$ cat config.mk
export PLATFORM = sky130hd
export DESIGN_NAME = hex_reg_entry
export DESIGN_NICKNAME = d
export VERILOG_FILES = /design/src/rtl/hex_reg_entry.sv
export SDC_FILE = /design/constraint.sdc
export NUM_CORES = 1
export LEC_CHECK = 0
export ABC_CLOCK_PERIOD_IN_PS = 2300
export BUFFER_PORTS_ARGS = -buffer_cell sky130_fd_sc_hd__buf_2
export CORE_MARGIN = 5
export CORE_UTILIZATION = 55
export DETAILED_ROUTE_END_ITERATION = 16
export GPL_TIMING_DRIVEN = 0
export PLACE_DENSITY = 0.79
export SETUP_SLACK_MARGIN = 0.1
export SYNTH_ARGS = -nofsm -noshare
export SYNTH_HDL_FRONTEND = slang
export SYNTH_SLANG_ARGS = --single-unit
$ cat constraint.sdc
create_clock -name px_clk -period 2.3 [get_ports px_clk]
set_clock_uncertainty 0.1 [all_clocks]
set_input_delay 0.575 -clock px_clk [delete_from_list [all_inputs] [get_ports px_clk]]
set_output_delay 0.575 -clock px_clk [all_outputs]
set_load 0.1 [all_outputs]
$ cat src/rtl/hex_reg_entry.sv
// Hex register entry: turns a stream of ASCII hex digits and edit keys
// into a register value, committed only on a frame boundary.
module hex_reg_entry #(
    parameter int DIGITS = 4
) (
    input  logic                           px_clk,
    input  logic                           reset_n,
    input  logic [7:0]                     char_i,
    input  logic                           char_valid_i,
    output logic                           char_ready_o,
    input  logic                           vs_i,
    output logic [4*DIGITS-1:0]            register_o,
    output logic [4*DIGITS-1:0]            edit_o,
    output logic [$clog2(DIGITS+1)-1:0]    digits_o,
    output logic                           update_o,
    output logic                           error_o
);

    localparam int W  = 4 * DIGITS;
    localparam int CW = $clog2(DIGITS + 1);
    localparam logic [CW-1:0] FULL = CW'(DIGITS);
    localparam logic [CW-1:0] ONE  = CW'(1);

    typedef enum logic {
        EDIT,
        PENDING
    } state_t;

    typedef enum logic [2:0] {
        K_DIGIT,
        K_BS,
        K_ESC,
        K_ENTER,
        K_OTHER
    } kind_t;

    state_t         state;
    kind_t          kind;
    logic [3:0]     nibble;
    logic [W-1:0]   commit;
    logic           vs_q;
    logic           frame_edge;
    logic           accept;
    logic           is_dec;
    logic           is_upper;
    logic           is_lower;

    assign is_dec   = (char_i >= 8'h30) && (char_i <= 8'h39);
    assign is_upper = (char_i >= 8'h41) && (char_i <= 8'h46);
    assign is_lower = (char_i >= 8'h61) && (char_i <= 8'h66);

    // Letters A-F / a-f share low bits 1..6, so +9 maps them to 10..15.
    always_comb begin
        kind   = K_OTHER;
        nibble = 4'h0;
        unique case (1'b1)
            is_dec: begin
                kind   = K_DIGIT;
                nibble = char_i[3:0];
            end
            is_upper, is_lower: begin
                kind   = K_DIGIT;
                nibble = char_i[3:0] + 4'd9;
            end
            (char_i == 8'h08): kind = K_BS;
            (char_i == 8'h1B): kind = K_ESC;
            (char_i == 8'h0D): kind = K_ENTER;
            default:           kind = K_OTHER;
        endcase
    end

    assign frame_edge = vs_i & ~vs_q;
    assign accept     = char_valid_i & char_ready_o;

    always_ff @(posedge px_clk or negedge reset_n) begin
        if (!reset_n) begin
            state        <= EDIT;
            register_o   <= '0;
            edit_o       <= '0;
            digits_o     <= '0;
            commit       <= '0;
            vs_q         <= 1'b0;
            char_ready_o <= 1'b1;
            update_o     <= 1'b0;
            error_o      <= 1'b0;
        end else begin
            vs_q     <= vs_i;
            update_o <= 1'b0;
            error_o  <= 1'b0;
            unique case (state)
                EDIT: begin
                    if (accept) begin
                        unique case (kind)
                            K_DIGIT: begin
                                if (digits_o < FULL) begin
                                    edit_o   <= {edit_o[W-5:0], nibble};
                                    digits_o <= digits_o + ONE;
                                end else begin
                                    error_o <= 1'b1;
                                end
                            end
                            K_BS: begin
                                if (digits_o != '0) begin
                                    edit_o   <= edit_o >> 4;
                                    digits_o <= digits_o - ONE;
                                end
                            end
                            K_ESC: begin
                                edit_o   <= '0;
                                digits_o <= '0;
                            end
                            K_ENTER: begin
                                if (digits_o != '0) begin
                                    commit       <= edit_o;
                                    state        <= PENDING;
                                    char_ready_o <= 1'b0;
                                end
                            end
                            default: error_o <= 1'b1;
                        endcase
                    end
                end
                PENDING: begin
                    // Echo stays on screen until the frame edge swaps it in.
                    if (frame_edge) begin
                        register_o   <= commit;
                        update_o     <= 1'b1;
                        edit_o       <= '0;
                        digits_o     <= '0;
                        state        <= EDIT;
                        char_ready_o <= 1'b1;
                    end
                end
                default: state <= EDIT;
            endcase
        end
    end

endmodule

# After elaboration in Yosys (flattened, before gate mapping)
# Index checks and enable logic that the tools add are counted.
totals:
  inputBits: 12
  latch_bits: 0
  rom_bits: 0
  memories: 0
  mem_bits_rw: 0
  reg_bits: 56
  word_cells: 78
op_classes:
  n_bitwise: 4
  order_cmp: 7
  eq_ne: 13
  n_addsub: 3
  n_mux: 30
  n_reduce_logical: 12
  multipliers: 0
  n_shift: 0
  div_mod_pow: 0
op_table:
  columns: ["cell", "n"]
  rows:
  - ["2-to-1 mux 16 bit", 4]
  - ["one-hot mux 16 bit (3 select lines)", 1]
  - ["one-hot mux 16 bit (2 select lines)", 1]
  - ["== test 8 x 4 -> 1 bit (second input constant)", 2]
  - [">= comparator 8 x 7 -> 1 bit (second input constant)", 2]
  - ["less-or-equal comparator 8 x 7 -> 1 bit (second input constant)", 2]
  - ["2-to-1 mux 1 bit", 13]
  - ["2-to-1 mux 3 bit", 4]
  - ["one-hot mux 3 bit (4 select lines)", 1]
  - ["one-hot mux 3 bit (3 select lines)", 1]
  - ["== test 8 x 5 -> 1 bit (second input constant)", 1]
  - [">= comparator 8 x 6 -> 1 bit (second input constant)", 1]
  - ["less-or-equal comparator 8 x 6 -> 1 bit (second input constant)", 1]
  - ["one-hot mux 4 bit (2 select lines)", 1]
  - ["AND reduction 4 bit", 2]
  - ["== test 3 x 2 -> 1 bit (second input constant)", 2]
  - ["inequality test 3 bit (second input constant)", 2]
  - ["one-hot mux 1 bit (2 select lines)", 3]
  - ["one-hot mux 3 bit (2 select lines)", 1]
  - ["OR reduction 3 bit", 2]
  - ["AND reduction 5 bit", 1]
  - ["adder 4 bit (second input constant)", 1]
  - ["inequality test 2 x 1 -> 1 bit (second input constant)", 2]
  - ["inequality test 2 bit (second input constant)", 2]
  - ["12 further kinds", 16]

# Logic depth before layout (Yosys ltp)
logic_depth:
  depth_word: 9
  depth_mapped: 12
  mapped_depth_nobuf: 11

# Worst setup path after synthesis
# No wires, ideal clock.
synth_timing:
  kind: "input port to flip-flop"
  startpoint: "in char_i[6]"
  endpoint: "reg digits_o[2]"
  path_slack_ns: -0.569
  path_stages: 9
  path_buffers: 1
  required_ns: 2.112
  setup_time_ns: 0.088
  t_arrival_ns: 2.681
  cell_sequence: "or4b_4 nor3_4 clkbuf_1 inv_1 fa_1 inv_1 xnor2_1 a2111o_1 mux2i_1"
synth_between:
  elab_chain_len: 8
  elab_cells_between_ends: 24
synth_rtl:
  columns: ["item", "line", "source"]
  rows:
  - ["start, declared", "8", "input logic [7:0] char_i,"]
  - [">= comparator 8 x 6 -> 1 bit, or another cell as far along", "48", "assign is_dec = (char_i >= 8'h30) && (char_i <= 8'h39);"]
  - ["logical AND 1 bit (on tied branches)", "48, 49, 50", null]
  - ["OR reduction 3 bit (no source line)", null, null]
  - ["one-hot mux 3 bit (4 select lines) *", "56", "unique case (1'b1)"]
  - ["== test 3 x 2 -> 1 bit, or another cell as far along", "93", "unique case (kind)"]
  - ["one-hot mux 3 bit (3 select lines)", "93", null]
  - ["2-to-1 mux 3 bit", "92", "if (accept) begin"]
  - ["one-hot mux 3 bit (2 select lines)", "90", "unique case (state)"]
  - ["end signal, assigned", "97", "digits_o <= digits_o + ONE;"]
  - ["end signal, assigned", "105", "digits_o <= digits_o - ONE;"]
  - ["end, declared", "14", "output logic [$clog2(DIGITS+1)-1:0] digits_o,"]
# Mark *: on every way between the ends. The rest lies on a longest branch, timed or not. The select of a mux whose other input is x is not followed.
# A chain may end at the register's enable or synchronous reset.

# Worst setup path in the final report
layout_timing:
  startpoint: "in char_i[5]"
  endpoint: "reg digits_o[2]"
# The elaborated chain is that of the path after synthesis.

==> impl_metrics.tcl <==
set metrics [dict create \
    status "finished, violations left" \
    violations "setup timing" \
    num_vias 1949 \
    seq_area_frac_synth 0.541 \
    drv_cap 0 \
    yosysWarnings 0 \
    critPathLaunch "char_i[5]" \
    crit_buf_inv 4 \
    tightest_slew_ps 1180 \
    die_h_um 78.7 \
    ys_types 46 \
    synth-seq-cells 56 \
    slowest_delay_ps 560 \
    post-place-ws_ps -752 \
    wirelength_um 5870 \
    hold_violations 0 \
    grt_pass1_vias 1968 \
    multi_input_area_mm2 0.00114 \
    ant_nets 0 \
    fillers 352 \
    globalRouteOverflowTotal 0 \
    clk_path_buf_depth 2 \
    critPathRequiredTime_ps 2440 \
    pin_count 50 \
    critPathTopFamily "simple AND/OR/NAND/NOR gates" \
    worst-path-max-fanout 3 \
    critPathKind "input pin to flop" \
    p_leak_nw 1.66 \
    slowest_stage "or4b_4" \
    setup_viol 12 \
    hold_path_class "input pin to flop" \
    drc 0 \
    final_cell_mix "dfrtp_1 (55), nand2_1 (53), buf_2 (47)" \
    min_period_ps 2420 \
    core_area_mm2 0.00466 \
    cts_tree "built" \
    critPathLaunchType "input pin" \
    worstPathCellList "buf_6 > or4b_4 > nor3_4 > clkbuf_8 > inv_2 > fa_2 > inv_2 > xnor2_1 > a2111o_1 > mux2i_1" \
    regToRegSetupSlack_ps 400 \
    design_area_mm2 0.00320 \
    min_from "vs_i" \
    arrival_ps 2550 \
    h-tree-depth 2 \
    finalMaxSlewViolations 0 \
    first_iter_violations 95 \
    post-route-period-util 1.05 \
    antenna_cells 0 \
    regArea_mm2 0.00140 \
    worst_slack_ps -116 \
    clk_pin_slew_ps 90 \
    worstReg2RegStart "digits_o[2]" \
    dr.pass1.iters 4 \
    fmax_mhz 414 \
    synth-async-reset-ratio 1.00 \
    wl_per_cell_um 17.0 \
    std_cell_rows 25 \
    synth_area_mm2 0.00259 \
    synth-edff-count 0 \
    dp.final_hpwl_um 4090 \
    die_area_mm2 0.00619 \
    ir_drop_v 0.000425 \
    cts.sinks 56 \
    syn_avg_cell_area_um2 11.5 \
    initial_core_util 0.556 \
    cp-end-kind "flop" \
    synthFlopType "dfrtp_1" \
    cts_made_buffers 5 \
    gr-usage-all-layers 0.203 \
    avgViaCountPerCell 5.63 \
    grt_pass1_wl_um 9780 \
    dpl-instance-area_mm2 0.00291 \
    synth_nets 241 \
    rsz0062_at_grt "true" \
    layoutNonFillerInstCount 346 \
    utilization 0.687 \
    syn_to_final_growth_pct 23.5 \
    antenna_found_initial 0 \
    die_w_um 78.7 \
    gp_congestion 0.894 \
    ctsHoldBuffers 0 \
    final_net_count 307 \
    dpl.cell_count 327 \
    p_per_area_mw_per_mm2 789 \
    final_layout_size_suffix_gt1_frac 0.418 \
    final_common_cell "dfrtp_1" \
    clock_latency_ps 310 \
    grt_max_degree 57 \
    port-buffer-count 48 \
    synth_cells 225 \
    ctsRootBufferMaster "clkbuf_8" \
    crit_top_cell "inv_2" \
    slew-limit-headroom 0.212 \
]
-- cell type report --
type,count,area share
flip-flops and latches,56,0.438
multi-input cells,148,0.357
repair buffers,61,0.117
plain buffers,9,0.0254
clock buffers,5,0.0215
well taps,54,0.0211
inverters,10,0.0121
clock inverters,3,0.00704
-- flip-flops by register name (all words and copies together), names as in the netlist --
name	count
commit	16
edit_o	16
register_o	16
update_o	1
vs_q	1
digits_o	3
char_ready_o	1
error_o	1
state	1
-- kinds of logic (layout without fill, tap and decap cells) --
family	count (synthesis)	after routing	share of synthesized area
simple gates	75	75	0.139
flops	56	56	0.541
compound gates	50	50	0.179
buf+inv	21	88	0.0386
mux	18	18	0.0777
fa+ha+maj	4	4	0.0222
xor+xnor	1	1	0.00338
-- what timing repair did --
item | CTS | global route
gates cloned | 0 | 1
endpoints found under the setup margin | 32 | 34
setup buffers | 4 | 8
pin swaps | 4 | 3
resized for setup | 8 | 14
-- cells in the mapped netlist, types with 2 or more instances --
cell       instances  share of area
dfrtp_1           55           0.53
nor3_1             3         0.0058
clkbuf_1           6         0.0087
nand2b_1           2         0.0048
nand2_1           53          0.077
o2bb2ai_2         10          0.058
ha_1               3          0.014
mux2_1             2         0.0087
nand3_1            2         0.0039
and3_1             2         0.0048
a32o_1             3          0.012
mux2_2            15          0.065
a221oi_1           4          0.014
a21o_1             2         0.0058
a2111o_1           2         0.0087
buf_6              2         0.0087
a21oi_1            5         0.0097
inv_1              9          0.013
nor2_1             3         0.0043
o21ai_0            4         0.0077
a22oi_1            9          0.026
or2_2              2         0.0048
a22o_1             3          0.010
buf_2              2         0.0039
-- final timing paths --
kind	cells past startpoint	to
worst max-delay path	10	digits_o[2]
worst min-delay path	1	vs_q
worst max register to register	4	edit_o[1]
worst min register to register	2	register_o[12]
max in group asynchronous	1	edit_o[5]
min in group asynchronous	1	register_o[13]
-- report_power, final --
| group | internal [W] | switching (W) | leakage [nW] |
|---|---|---|---|
| clock network | 0.000219 | 0.000321 | 0.0485 |
| logic | 0.000181 | 0.000658 | 0.846 |
| registers | 0.00105 | 0.0000963 | 0.768 |
| total | 0.00145 | 0.00108 | 1.66 |
-- per-layer routing --
layer  vias to the layer above  routed length, um  GRT usage
met1                       969               2670      0.273
met3                         6                294     0.0436
li1                        925                  -          -
met2                        49               2840      0.329
met4                         0                 63     0.0612
met5                         -                  0          0
-- stage by stage --
step / total power, W / hold slack (ps) / setup TNS [ps]
2_1_floorplan: 0.00181 / 179 / -1140
3_3_place_gp: 0.00197 / 343 / -10450
3_5_place_dp: 0.00198 / 354 / -12450
4_1_cts: 0.00253 / 279 / -856
5_1_grt: 0.00264 / 281 / -565
6_report: 0.00253 / 288 / -269
No activity file was read; power rests on OpenSTA's default activity.
